--- src/rtl/frame_sequencer.sv ---
// frame_sequencer: issues paired reader/writer frame commands, rotating
// through NBUF buffers per base address, for a programmed number of frames
// or until stopped.
module frame_sequencer #(
    parameter int NBUF = 3
) (
    input  logic        fclk,
    input  logic        rst,
    input  logic        start,
    input  logic        stop,
    input  logic [31:0] cfg_rd_base,
    input  logic [31:0] cfg_wr_base,
    input  logic [31:0] cfg_rd_bytes,
    input  logic [31:0] cfg_wr_bytes,
    input  logic [31:0] cfg_num_frames,
    output logic        rd_frame_valid,
    input  logic        rd_frame_ready,
    output logic [31:0] rd_buf_addr,
    output logic [31:0] rd_frame_bytes,
    output logic        wr_frame_valid,
    input  logic        wr_frame_ready,
    output logic [31:0] wr_buf_addr,
    output logic [31:0] wr_frame_bytes,
    output logic        busy,
    output logic [3:0]  buf_idx,
    output logic [31:0] frame_count,
    output logic        seq_done
);

    typedef enum logic [1:0] {
        IDLE     = 2'd0,
        DISPATCH = 2'd1,
        GUARD    = 2'd2,
        RUN      = 2'd3
    } state_t;

    state_t      state_r;
    logic        start_q_r;
    logic        stop_q_r;
    logic        stop_pending_r;
    logic [31:0] rd_base_r;
    logic [31:0] wr_base_r;
    logic [31:0] num_frames_r;
    logic [31:0] rd_off_r;
    logic [31:0] wr_off_r;

    logic        start_edge_s;
    logic        stop_edge_s;
    logic        both_ready_s;
    logic        last_buf_s;
    logic        finish_s;
    logic        issue_s;
    logic [31:0] next_count_s;
    logic [31:0] rd_off_next_s;
    logic [31:0] wr_off_next_s;

    // Edge detection, completion bookkeeping and the command handshake.
    // A stop edge in DISPATCH wins over a same-cycle handshake, so no
    // command is issued on the cycle the sequence is abandoned.
    always_comb begin
        start_edge_s = start & ~start_q_r;
        stop_edge_s  = stop & ~stop_q_r;
        both_ready_s = rd_frame_ready & wr_frame_ready;
        last_buf_s   = (buf_idx == 4'(NBUF - 1));
        next_count_s = frame_count + 32'd1;
        if (last_buf_s) begin
            rd_off_next_s = 32'd0;
            wr_off_next_s = 32'd0;
        end else begin
            rd_off_next_s = rd_off_r + rd_frame_bytes;
            wr_off_next_s = wr_off_r + wr_frame_bytes;
        end
        finish_s = stop_pending_r | stop_edge_s |
                   ((num_frames_r != 32'd0) && (next_count_s == num_frames_r));
        issue_s  = (state_r == DISPATCH) && both_ready_s && !stop_edge_s;
        rd_frame_valid = issue_s;
        wr_frame_valid = issue_s;
    end

    // Sequencer state, latched configuration and registered outputs.
    always_ff @(posedge fclk or posedge rst) begin
        if (rst) begin
            state_r        <= IDLE;
            start_q_r      <= 1'b0;
            stop_q_r       <= 1'b0;
            stop_pending_r <= 1'b0;
            rd_base_r      <= 32'd0;
            wr_base_r      <= 32'd0;
            num_frames_r   <= 32'd0;
            rd_off_r       <= 32'd0;
            wr_off_r       <= 32'd0;
            rd_buf_addr    <= 32'd0;
            wr_buf_addr    <= 32'd0;
            rd_frame_bytes <= 32'd0;
            wr_frame_bytes <= 32'd0;
            busy           <= 1'b0;
            buf_idx        <= 4'd0;
            frame_count    <= 32'd0;
            seq_done       <= 1'b0;
        end else begin
            start_q_r <= start;
            stop_q_r  <= stop;
            seq_done  <= 1'b0;
            case (state_r)
                IDLE: begin
                    if (start_edge_s && !stop_edge_s) begin
                        rd_base_r      <= cfg_rd_base;
                        wr_base_r      <= cfg_wr_base;
                        num_frames_r   <= cfg_num_frames;
                        rd_frame_bytes <= cfg_rd_bytes;
                        wr_frame_bytes <= cfg_wr_bytes;
                        rd_buf_addr    <= cfg_rd_base;
                        wr_buf_addr    <= cfg_wr_base;
                        rd_off_r       <= 32'd0;
                        wr_off_r       <= 32'd0;
                        frame_count    <= 32'd0;
                        buf_idx        <= 4'd0;
                        stop_pending_r <= 1'b0;
                        busy           <= 1'b1;
                        state_r        <= DISPATCH;
                    end else begin
                        busy    <= 1'b0;
                        state_r <= IDLE;
                    end
                end
                DISPATCH: begin
                    if (stop_edge_s) begin
                        stop_pending_r <= 1'b0;
                        busy           <= 1'b0;
                        seq_done       <= 1'b1;
                        state_r        <= IDLE;
                    end else if (both_ready_s) begin
                        state_r <= GUARD;
                    end else begin
                        state_r <= DISPATCH;
                    end
                end
                GUARD: begin
                    // Engines drop ready for one cycle after accepting.
                    if (stop_edge_s) begin
                        stop_pending_r <= 1'b1;
                    end
                    state_r <= RUN;
                end
                RUN: begin
                    if (both_ready_s) begin
                        frame_count <= next_count_s;
                        buf_idx     <= last_buf_s ? 4'd0 : (buf_idx + 4'd1);
                        rd_off_r    <= rd_off_next_s;
                        wr_off_r    <= wr_off_next_s;
                        rd_buf_addr <= rd_base_r + rd_off_next_s;
                        wr_buf_addr <= wr_base_r + wr_off_next_s;
                        if (finish_s) begin
                            stop_pending_r <= 1'b0;
                            busy           <= 1'b0;
                            seq_done       <= 1'b1;
                            state_r        <= IDLE;
                        end else begin
                            state_r <= DISPATCH;
                        end
                    end else begin
                        if (stop_edge_s) begin
                            stop_pending_r <= 1'b1;
                        end
                        state_r <= RUN;
                    end
                end
                default: begin
                    busy    <= 1'b0;
                    state_r <= IDLE;
                end
            endcase
        end
    end

endmodule

--- config.mk ---
export PLATFORM = sky130hd
export DESIGN_NAME = frame_sequencer
export DESIGN_NICKNAME = d
export VERILOG_FILES = /design/src/rtl/frame_sequencer.sv
export SDC_FILE = /design/constraint.sdc
export NUM_CORES = 1
export LEC_CHECK = 0
export ABC_AREA = 1
export CORE_ASPECT_RATIO = 0.7
export CORE_MARGIN = 2
export CORE_UTILIZATION = 45
export CTS_BUF_LIST = sky130_fd_sc_hd__clkbuf_2
export CTS_CLUSTER_DIAMETER = 50
export DETAILED_ROUTE_END_ITERATION = 12
export GPL_ROUTABILITY_DRIVEN = 0
export GPL_TIMING_DRIVEN = 0
export PLACE_DENSITY = 0.77
export SLEW_MARGIN = 10
export SYNTH_ARGS = -nofsm -noshare
export SYNTH_HDL_FRONTEND = slang
export SYNTH_SLANG_ARGS = --single-unit
--- constraint.sdc ---
create_clock -name fclk -period 21.8 [get_ports fclk]
set_clock_uncertainty 0.1 [all_clocks]
set_input_delay 6.54 -clock fclk [delete_from_list [all_inputs] [get_ports fclk]]
set_output_delay 6.54 -clock fclk [all_outputs]
set_load 0.05 [all_outputs]
==> impl_results.md <==
* Final period util at 69.9%
* Core area at 45,200 um2
* DRC violation count after routing at 0
* Ys flop type: dfrtp_1
* Die X at 260 um
* Total GRT Usage at 30.7%
* Worst skew pair latency at 1.03 ns
* Post CTS Setup Buffer Count at 0
* Initial antenna violation count at 6
* Tmin final at 15.23 ns
* Ys async rst share at 100%
* Max Cap Viol at 0
* Root Buffer: clkbuf_2
* # IOs at 334
* Actual slew at the worst max-slew pin at 1.29 ns
* Syn_nets at 2,841
* Post-DR vias/cell at 5.76
* Post-Syn Area per Cell at 8.12 um2
* Starting density of the core at 45.7%
* Setup TNS at 0 ns
* WL final at 73.4 mm
* Cts bufs inserted at 85
* Layout cells sized above 1 at 9.88%
* CTS tree: built
* M2 GR Usage at 44.6%
* Maximum fanout along the worst path at 3
* Final #Nets at 3,264
* Met1 usage at 42.5%
* Die Ht at 183 um
* Dpl ws at 6.58 ns
* Hpwl dp at 56.2 mm
* Die ar. at 47,700 um2
* Num Clock Sinks at 331
* Remaining global-route overflow at 0
* Via count at 20,900
* Post-synth EDFFs at 0
* Vias in the first global route at 20,200
* Met3 usage at 7.66%
* Status: finished, final reports clean
* DR WL/cell at 20.2 um
* CP arrival at 8.59 ns
* CP endpoint kind: primary output
* Hold Crit Class: reg2reg
* Count of final setup violators at 0
* Netlist cell types at 53
* Final Slew Violations at 0
* Number of I/O port buffers at 333
* Post-CTS sizing at 0
* Area grow syn2layout at 23.9%
* CTS hold repair buffers at 0
* Max H-tree Level at 3
* Startpoint Class: primary input
* Critical path class: in2out
* Pin count of the biggest net entering global routing at 95
* Detailed Route Iter0 Violations at 2,292
* Slew HR at 14.0%
* Pre-antenna DRT Iters at 7
* Final hold vios at 0
* Synth Register Bits at 331
* Std-Cell Rows at 65
* Fmax at 0.0656 GHz
* Synthesized area at 20,700 um2
* Clock Tree Buf Depth at 3
* Seq/Total Area, Yosys at 40.1%
* Synth warnings at 0
* First-pass GRT wire length at 113 mm
* Gr busiest metal: met2
* Syn Inst Count at 2,546
* CP required at 15.16 ns
* Reg clk slew, reported paths at 0.09 ns
* Fill cells at 4,125
* RSZ-0062 raised after global routing: false
* Fin worst setup slack at 6.57 ns
* Antenna viol nets, final at 0
[stage by stage]
stage                     instance area, um2  hold slack (ns)  cells  utilization (%)
after floorplan                        20700            0.343   2546                -
after global placement                 24800            0.356   3482             54.8
after detailed placement               24900            0.366   3485             55.0
after CTS                              25600            0.389   3629             56.6
after global routing                   25600            0.416   3632             56.7
final                                  25600            0.389   3633             56.7
[layout make-up]
| class | count | area [um2] | share of cell area [%] |
|---|---|---|---|
| multi-input combinational | 1902 | 11200 | 43.8 |
| clock inverter | 19 | 135 | 0.527 |
| sequential | 331 | 8280 | 32.3 |
| tap | 603 | 754 | 2.94 |
| antenna | 4 | 10.0 | 0.0391 |
| inverter | 235 | 890 | 3.47 |
| clock buffer | 125 | 626 | 2.44 |
| timing repair buffer | 336 | 3420 | 13.3 |
| buffer | 78 | 299 | 1.17 |
[synthesized netlist by cell type (2+ instances only)]
cell	number	share of area, %
o21ai_0	194	4.7
nor3_1	24	0.58
inv_2	6	0.11
a31oi_1	20	0.61
o21ai_1	18	0.44
dfrtp_1	331	40
o211a_1	2	0.097
clkbuf_1	66	1.2
nand4_1	31	0.94
nand2_1	591	11
xor2_1	60	2.5
o22ai_1	18	0.54
nand3_2	6	0.29
xor2_2	4	0.31
buf_1	9	0.16
nor2_4	6	0.33
o211ai_1	11	0.40
nor2_2	2	0.061
xnor2_1	26	1.1
ha_1	125	7.6
o21a_1	7	0.25
nand2_2	7	0.21
or2_2	5	0.15
a21o_1	8	0.29
o21bai_1	6	0.22
o21ai_2	2	0.085
nand3_1	98	2.4
xnor3_1	2	0.22
nand3b_1	9	0.33
nor4_1	17	0.51
buf_2	2	0.048
mux2_2	116	6.3
inv_1	228	4.1
a2111oi_0	2	0.085
and2_1	3	0.091
nor3_2	2	0.097
a21oi_1	219	5.3
a22o_1	44	1.9
nor2_1	202	3.7
fa_1	4	0.39
[critical path: stages]
cell and delay, ns:
clkdlybuf4s50_1 0.47, inv_1 0.08, nor2_1 0.06, nor2_1 0.17, inv_1 0.17, nor2_1 0.16, buf_4 0.13, clkdlybuf4s50_1 0.80
[final timing paths]
path                                        startpoint                             to  slack (ns)  cells past startpoint
max in group asynchronous                          rst  wr_frame_bytes[6]$_DFFE_PP0P_       14.03                      5
worst min-delay path                  busy$_DFFE_PP0P_               busy$_DFFE_PP0P_        0.39                      2
worst min register to register        busy$_DFFE_PP0P_               busy$_DFFE_PP0P_        0.39                      2
worst max-delay path                              stop                 wr_frame_valid        6.57                      8
worst max register to register  buf_idx[0]$_DFFE_PP0P_    wr_buf_addr[30]$_DFFE_PP0P_       16.31                     19
min in group asynchronous                          rst  rd_frame_bytes[4]$_DFFE_PP0P_        5.90                      2
[cells by family after synthesis]
family          after synthesis  share of synthesized area (%)
xor+xnor                     92                           4.18
simple gates               1008                           20.7
compound gates              557                           15.1
fa+ha+maj                   129                           7.95
flops                       331                           40.1
mux                         116                           6.32
buf+inv                     313                           5.71
[metal layers]
layer	up-vias	part of all wire (%)
li1	9505	-
met1	9917	42
met2	1280	42
met3	240	11
met4	2	5.3
met5	-	0.018
[flip-flops by register name, summed over array words and instances (netlist names)]
signal / count
buf_idx: 4
busy: 1
frame_count: 32
num_frames_r: 32
rd_base_r: 32
rd_buf_addr: 32
rd_frame_bytes: 32
rd_off_r: 32
seq_done: 1
start_q_r: 1
state_r: 2
stop_pending_r: 1
stop_q_r: 1
wr_base_r: 32
wr_buf_addr: 32
wr_frame_bytes: 32
wr_off_r: 32
[layout by cell type, fill, tap and decap left out, types with 66 or more instances in the layout]
cell type	n
clkbuf_2	125
nand2_1	591
ha_1	125
inv_1	227
a21oi_1	219
nor2_1	202
o21ai_0	194
clkbuf_1	66
dfrtp_1	331
clkdlybuf4s50_1	333
mux2_2	116
nand3_1	98
Power is not shown: default switching activity piles up to over one toggle a cycle in this logic, so the estimate is an artifact.
